### src/rtl/io_output.sv
// Memory-mapped output ports (0x80/0x84/0x88) with per-write strobes and an
// 8-digit multiplexed 7-segment scan of out_port2. Optional readback: IO_OUTPUT_READBACK_EN.

module io_port_reg #(
  parameter int W = 32
) (
  input  logic         io_clk,
  input  logic         resetn,
  input  logic         wr_en,
  input  logic [W-1:0] wr_data,
  output logic [W-1:0] q,
  output logic         stb
);

  // Strobe follows every accepted write, even when the value is unchanged.
  always_ff @(posedge io_clk) begin
    if (!resetn) begin
      q   <= '0;
      stb <= 1'b0;
    end else begin
      stb <= wr_en;
      if (wr_en) q <= wr_data;
    end
  end

endmodule

module io_output #(
  parameter int SCAN_DIV = 50000
) (
  input  logic        io_clk,
  input  logic        resetn,
  input  logic [31:0] addr,
  input  logic [31:0] datain,
  input  logic        write_io_enable,
  output logic [31:0] out_port0,
  output logic [31:0] out_port1,
  output logic [31:0] out_port2,
  output logic [2:0]  out_strobe,
  output logic [7:0]  seg_sel,
  output logic [6:0]  seg_code,
  output logic [31:0] io_rdata
);

  localparam int          NUM_PORTS = 3;
  localparam logic [5:0]  PORT_BASE = 6'b100000;
  localparam int          CNT_W     = (SCAN_DIV > 1) ? $clog2(SCAN_DIV) : 1;
  localparam logic [CNT_W-1:0] CNT_LAST = CNT_W'(SCAN_DIV - 1);

  typedef struct packed {
    logic [5:0]  sel;
    logic [31:0] data;
    logic        en;
  } io_wr_req_t;

  io_wr_req_t                        wr_req;
  logic [NUM_PORTS-1:0]              port_hit;
  logic [NUM_PORTS-1:0][31:0]        port_q;
  logic [NUM_PORTS-1:0]              port_stb;
  logic                              addr_unused;

  assign wr_req.sel  = addr[7:2];
  assign wr_req.data = datain;
  assign wr_req.en   = write_io_enable;
  assign addr_unused = ^{addr[31:8], addr[1:0]};

  always_comb begin
    port_hit = '0;
    for (int i = 0; i < NUM_PORTS; i++)
      port_hit[i] = wr_req.en && (wr_req.sel == (PORT_BASE + 6'(i)));
  end

  genvar g;
  generate
    for (g = 0; g < NUM_PORTS; g++) begin : g_port
      io_port_reg #(.W(32)) u_port (
        .io_clk  (io_clk),
        .resetn  (resetn),
        .wr_en   (port_hit[g]),
        .wr_data (wr_req.data),
        .q       (port_q[g]),
        .stb     (port_stb[g])
      );
    end
  endgenerate

  assign out_port0  = port_q[0];
  assign out_port1  = port_q[1];
  assign out_port2  = port_q[2];
  assign out_strobe = port_stb;

  // Display scan: digit index advances once per SCAN_DIV cycles.
  logic [CNT_W-1:0] scan_cnt;
  logic [2:0]       digit_idx;
  logic             scan_wrap;
  logic [2:0]       digit_nxt;
  logic [3:0]       nibble;

  assign scan_wrap = (scan_cnt == CNT_LAST);
  assign digit_nxt = digit_idx + 3'd1;
  assign nibble    = port_q[2][{digit_idx, 2'b00} +: 4];

  function automatic logic [6:0] hex_decode(input logic [3:0] h);
    logic [6:0] s;
    case (h)
      4'h0: s = 7'b1000000;
      4'h1: s = 7'b1111001;
      4'h2: s = 7'b0100100;
      4'h3: s = 7'b0110000;
      4'h4: s = 7'b0011001;
      4'h5: s = 7'b0010010;
      4'h6: s = 7'b0000010;
      4'h7: s = 7'b1111000;
      4'h8: s = 7'b0000000;
      4'h9: s = 7'b0010000;
      4'hA: s = 7'b0001000;
      4'hB: s = 7'b0000011;
      4'hC: s = 7'b1000110;
      4'hD: s = 7'b0100001;
      4'hE: s = 7'b0000110;
      default: s = 7'b0001110;
    endcase
    return s;
  endfunction

  always_ff @(posedge io_clk) begin
    if (!resetn) begin
      scan_cnt  <= '0;
      digit_idx <= 3'd0;
      seg_sel   <= 8'hFE;
      seg_code  <= 7'b1111111;
    end else begin
      // Segment code tracks the live port value; a mid-digit write shows next cycle.
      seg_code <= hex_decode(nibble);
      if (scan_wrap) begin
        scan_cnt  <= '0;
        digit_idx <= digit_nxt;
        seg_sel   <= ~(8'b1 << digit_nxt);
      end else begin
        scan_cnt  <= scan_cnt + 1'b1;
      end
    end
  end

`ifdef IO_OUTPUT_READBACK_EN
  always_comb begin
    io_rdata = '0;
    for (int i = 0; i < NUM_PORTS; i++)
      if (wr_req.sel == (PORT_BASE + 6'(i))) io_rdata = port_q[i];
  end
`else
  assign io_rdata = '0;
`endif

endmodule

### config.mk
export PLATFORM = sky130hd
export DESIGN_NAME = io_output
export DESIGN_NICKNAME = d
export VERILOG_FILES = /design/src/rtl/io_output.sv
export SDC_FILE = /design/constraint.sdc
export NUM_CORES = 1
export LEC_CHECK = 0
export BUFFER_PORTS_ARGS = -buffer_cell sky130_fd_sc_hd__buf_2
export CAP_MARGIN = 10
export CORE_MARGIN = 10
export CORE_UTILIZATION = 40
export DETAILED_ROUTE_END_ITERATION = 16
export PLACE_DENSITY = 0.68
export SLEW_MARGIN = 15
export SYNTH_ARGS = -nofsm -noshare
export SYNTH_HDL_FRONTEND = slang
export SYNTH_SLANG_ARGS = --single-unit
### constraint.sdc
create_clock -name io_clk -period 7 [get_ports io_clk]
set_clock_uncertainty 0.05 [all_clocks]
set_input_delay 2.1 -clock io_clk [delete_from_list [all_inputs] [get_ports io_clk]]
set_output_delay 2.1 -clock io_clk [all_outputs]
set_load 0.05 [all_outputs]
### Yosys cells after proc, flatten, opt, wreduce, memory -nomap -nowiden

Memory sizes are Yosys's and may differ from the RTL's. A register that Yosys moved wholly into a read port is not among the register bits.
Cells that the tools add are included.

| operators by class | value |
|---|---|
| $add $sub $neg | 2 |
| equality and inequality tests | 4 |
| shift-type cells | 2 |
| bitwise logic cells | 2 |
| reductions and logical operators | 5 |

Operator list:

| operator | count |
|---|---|
| $shiftx 32x6->4 | 1 |
| $eq 6x6->1 const B | 3 |
| $add 16x1->16 const B | 1 |
| $eq 16x16->1 const B | 1 |
| $not 8->8 | 1 |
| $shl 1x3->8 const A | 1 |
| $add 3x1->3 const B | 1 |
| $logic_and 1x1->1 | 3 |
| $reduce_or 2->1 | 1 |
| $logic_not 1->1 | 1 |
| $not 1->1 | 1 |

| storage, ports and cells | value |
|---|---|
| flip-flop bits (word level) | 126 |
| ROM bits | 112 |
| input bits | 67 |
| output and inout bits | 146 |
| logic and storage cells | 25 |
| memories kept | 1 |

Memory list:

| name | depth | width | read ports | clocked after Yosys merged registers in | wr ports | RTL line | source |
|---|---|---|---|---|---|---|---|
| (name not given) | 16 | 7 | 1 | 1 | 0 | 105 | `case (h)` |

### Logic depth before layout (Yosys ltp)

| logic depth | value |
|---|---|
| depth in word-level cells | 3 |
| mapped depth | 8 |
| mapped depth without buffers | 7 |

### Modules after synthesis

Synthesis repeated with hierarchy kept, for this count alone.

| unflattened totals | value |
|---|---|
| cell total of the unflattened synthesis | 553 |
| area total of the unflattened synthesis | 5950.7 µm² |

By module, submodules not included:

| module | instances | cells an instance | area each (µm²) | sequential area each (µm²) |
|---|---|---|---|---|
| io_port_reg | 3 | 105 | 1270.0 | 660.6 |
| io_output | 1 | 238 | 2140.8 | 680.7 |

### Worst setup path before layout

No wires, ideal clock.

| path | value |
|---|---|
| path type | in2reg |
| start point | in addr[5] |
| end point | reg g_port[1].u_port.q[10] |
| library setup time | 0.132 ns |
| arrival time | 3.368 ns |
| required time | 6.818 ns |
| path slack | 3.449 ns |
| cell stages on the path | 7 |
| path buffers | 2 |
| cell sequence | nor3_1 > nand3_1 > or3b_2 > clkbuf_1 > clkbuf_1 > nand2_1 > a21oi_1 |

| on the way | value |
|---|---|
| cells in the longest elaborated chain, start to end | 2 |

RTL lines:

| item | RTL line | source |
|---|---|---|
| start, declared | 33 | `input logic [31:0] addr,` |
| $eq 6x6->1 | 70 | `port_hit[i] = wr_req.en && (wr_req.sel == (PORT_BASE + 6'(i)));` |
| $logic_and 1x1->1 | 70 |  |
| end signal, assigned | 22 | `if (wr_en) q <= wr_data;` |
| end, declared | 11 | `output logic [W-1:0] q,` |

Every way passes these cells.
A chain may end at the register's enable or synchronous reset.

### Worst setup path after layout

| path | value |
|---|---|
| start point | in addr[5] |
| end point | reg g_port[2].u_port.q[31] |

| on the way | value |
|---|---|
| cells in the longest elaborated chain, start to end | 2 |

RTL lines:

| item | RTL line |
|---|---|
| $eq 6x6->1 | 70 |
| $logic_and 1x1->1 | 70 |
| end signal, assigned | 22 |
| end, declared | 11 |

Every way passes these cells.

==> run summary <==
Clock slew at reported path FFs: 60 ps
Post-synth EDFFs: 0
Asr flop ratio synth: 0%
Max Slew Vio Count: 0
# Post-CTS Setup Buffers: 0
Most common cell in the netlist: nand2_1
Worst-margin pin slew: 1010 ps
Endpoints failing setup: 0
Initial antenna violation count: 0
Die height: 137 µm
Syn_area_per_cell: 8.31 µm²
Drt first-iter violations: 306
Top cells by area, synth: dfxtp_1 (48%), nand2_1 (15%), a21oi_1 (8.9%)
Slowest CP cell: nor3b_2
CTS H-tree lvls: 4
Rows: 42
Top Family by Delay on Critical Path: simple AND/OR/NAND/NOR gates
Area growth syn-to-layout: 24.3%
Leak pwr: 2.91 nW
Commonest cells post-synth: nand2_1 (216), dfxtp_1 (133), a21oi_1 (98), buf_4 (36), clkbuf_1 (34)
Global-route usage over all layers: 16.4%
Antenna cells: 0
Mapped Area: 5490 µm²
Vias in the first global route: 4491
Gpl congestion: 0.781
Critical Path RT: 7270 ps
Mapped Cells: 661
Clock network latency to the later pin of the worst-skew pair: 430 ps
Distinct cell type count after synthesis: 42
CP cell instances: buf_2 -> nor3_1 -> nand3_1 -> nor3b_2 -> buf_4 -> nand2_1 -> a21oi_1
First-pass GRT wire length: 24000 µm
Number of gates resized after cts: 0
Maxcap violations: 0
Startpoint types: input port
CP bufs+invs: 2
Core ar.: 13300 µm²
TNS Setup: 0 ps
Avg Vias per Cell: 4.77
Maximum fanout along the worst path: 17
Fin crit period: 3800 ps
IO buf count: 154
Tcrit/Tclk final: 54.3%
#FFs+latches synth: 133
CTS tree: yes
Unrepaired setup endpoints after global routing: no
Data arrival time of the worst path: 4070 ps
Antenna viol nets, final: 0
Largest net degree at the start of global routing: 56
DIE AREA: 18800 µm²
Grt ovf: 0
Initial Utilization: 41.2%
Via count: 4690
DRC Markers: 0
Type of the worst min-delay path: flop to flop
PD cells: 257 nW/µm²
Layout net count: 875
Placed Cells: 953
Final WL: 15500 µm
Share of layout cells above drive strength 1: 25.0%
Top-area cell type share of the netlist area: 48.5%
Io pins: 213
TritonCTS Buffers: 17
Die X: 137 µm
Worst VDD drop: 0.000156 V
Final hold violations: 0
Clk root buf: clkbuf_16
CTS Hold Bufs: 0
Worst hold slack: 398 ps
Status: finished, final reports clean
Fmax: 0.263 GHz
Final cell count without fillers: 984
Clock buffer depth: 2
TritonCTS Sinks: 133
DRT Pass-1 Iters: 4
Biggest area consumer among synthesized cells: dfxtp_1
Crit. End Element: flop
Post-synth top flop: dfxtp_1
Max-slew headroom: 32.0%
Crit-path max cell delay: 880 ps
Avg WL per Cell: 15.8 µm
Detailed Place HPWL: 11200 µm
Seq/Total Area, Yosys: 48.5%
Setup CP Type: input port to flop
Yosys Warn Count: 0
## cell families (layout without fill, tap and decap cells)
kind of cell / Yosys count / after routing / synth area share, %
AND/OR/NAND/NOR: 279 / 279 / 20.6
flip-flops: 133 / 133 / 48.5
AO/OA/AOI/OAI: 112 / 112 / 10.8
buffers and inverters: 82 / 198 / 8.27
multiplexers: 23 / 23 / 5.97
XOR/XNOR: 19 / 19 / 3.03
adder cells (fa/ha/maj): 12 / 12 / 2.73
other: 1 / 32 / 0.0683
## report_power, final
part	internal, mW	leakage [nW]	total [mW]	switching [mW]
Combinational	0.0170	1.54	0.101	0.0838
Clock	0.567	0.287	0.886	0.319
Sequential	0.763	1.07	0.766	0.00310
Total	1.35	2.91	1.75	0.406
## final cells by class
cell class                      count  area (µm²)
Sequential cell                   133        2660
Timing Repair Buffer              159         808
Tap cell                          176         220
Multi-Input combinational cell    477        2510
Clock buffer                       23         498
Clock inverter                      8        97.6
Fill cell                        1326        6520
Inverter                            8        31.3
## placed cells by master (no fill, tap or decap), types with 2 or more instances in the layout
cell type | netlist | final
inv_1 | 7 | 7
o21ai_0 | 3 | 3
or3b_2 | 2 | 2
nor3b_2 | 0 | 2
bufinv_16 | 0 | 2
nor2_1 | 29 | 29
nor4bb_1 | 2 | 2
clkinvlp_4 | 0 | 3
a31oi_1 | 2 | 2
ha_1 | 12 | 12
buf_4 | 36 | 5
mux4_1 | 2 | 2
mux2_2 | 2 | 2
nand4_1 | 3 | 3
nor2b_1 | 2 | 2
and3_1 | 3 | 3
mux4_2 | 4 | 4
nand2_1 | 216 | 216
clkbuf_16 | 0 | 17
clkbuf_8 | 0 | 5
xnor2_1 | 10 | 10
nand3_1 | 10 | 10
buf_2 | 3 | 154
clkinv_2 | 0 | 4
mux2i_1 | 14 | 14
a21oi_1 | 98 | 98
nor3_1 | 5 | 4
dfxtp_1 | 133 | 133
xor2_1 | 9 | 9
conb_1 | 1 | 32
o221ai_1 | 2 | 2
## metrics by stage
stage / util, % / setup slack (ps) / power (mW) / area [µm²]
after floorplan: - / 3450 / 0.868 / 5610
after CTS: 51.1 / 3130 / 1.77 / 6830
final: 51.1 / 3200 / 1.75 / 6830
after detailed placement: 46.7 / 2700 / 0.883 / 6230
after global placement: 46.7 / 2680 / 0.883 / 6230
after global routing: 51.1 / 2880 / 1.81 / 6830
## path summary, 6_finish.rpt
path / from / end / slack (ps) / cells past startpoint
hold / removal: g_port[0].u_port.q[16] / g_port[0].u_port.q[16] / 400 / 2
hold reg to reg: g_port[0].u_port.q[16] / g_port[0].u_port.q[16] / 400 / 2
setup / recovery: addr[5] / g_port[2].u_port.q[31] / 3200 / 7
setup reg to reg: digit_idx[0] / seg_code[3] / 3770 / 7
## registers in the layout (all words and copies together) (netlist names)
| name | count |
|---|---|
| g_port.u_port.q | 96 |
| scan_cnt | 16 |
| digit_idx | 3 |
| g_port.u_port.stb | 3 |
| seg_sel | 8 |
| seg_code | 7 |
## worst reg2reg max path, cell delays in order, from the launching register on
cell,delay [ps]
dfxtp_1,810
mux4_2,610
mux2i_1,500
inv_1,180
ha_1,230
a21boi_0,140
a2111oi_0,470
a31oi_1,90
## layer usage
| metal | routed length, µm | global-route usage (%) | up-vias |
|---|---|---|---|
| met3 | 1570 | 7.65 | 9 |
| met2 | 7490 | 26.4 | 145 |
| met5 | 0 | 0 | - |
| li1 | - | - | 2373 |
| met4 | 140 | 5.91 | 0 |
| met1 | 6300 | 18.7 | 2163 |
(Power assumes the default switching activity.)
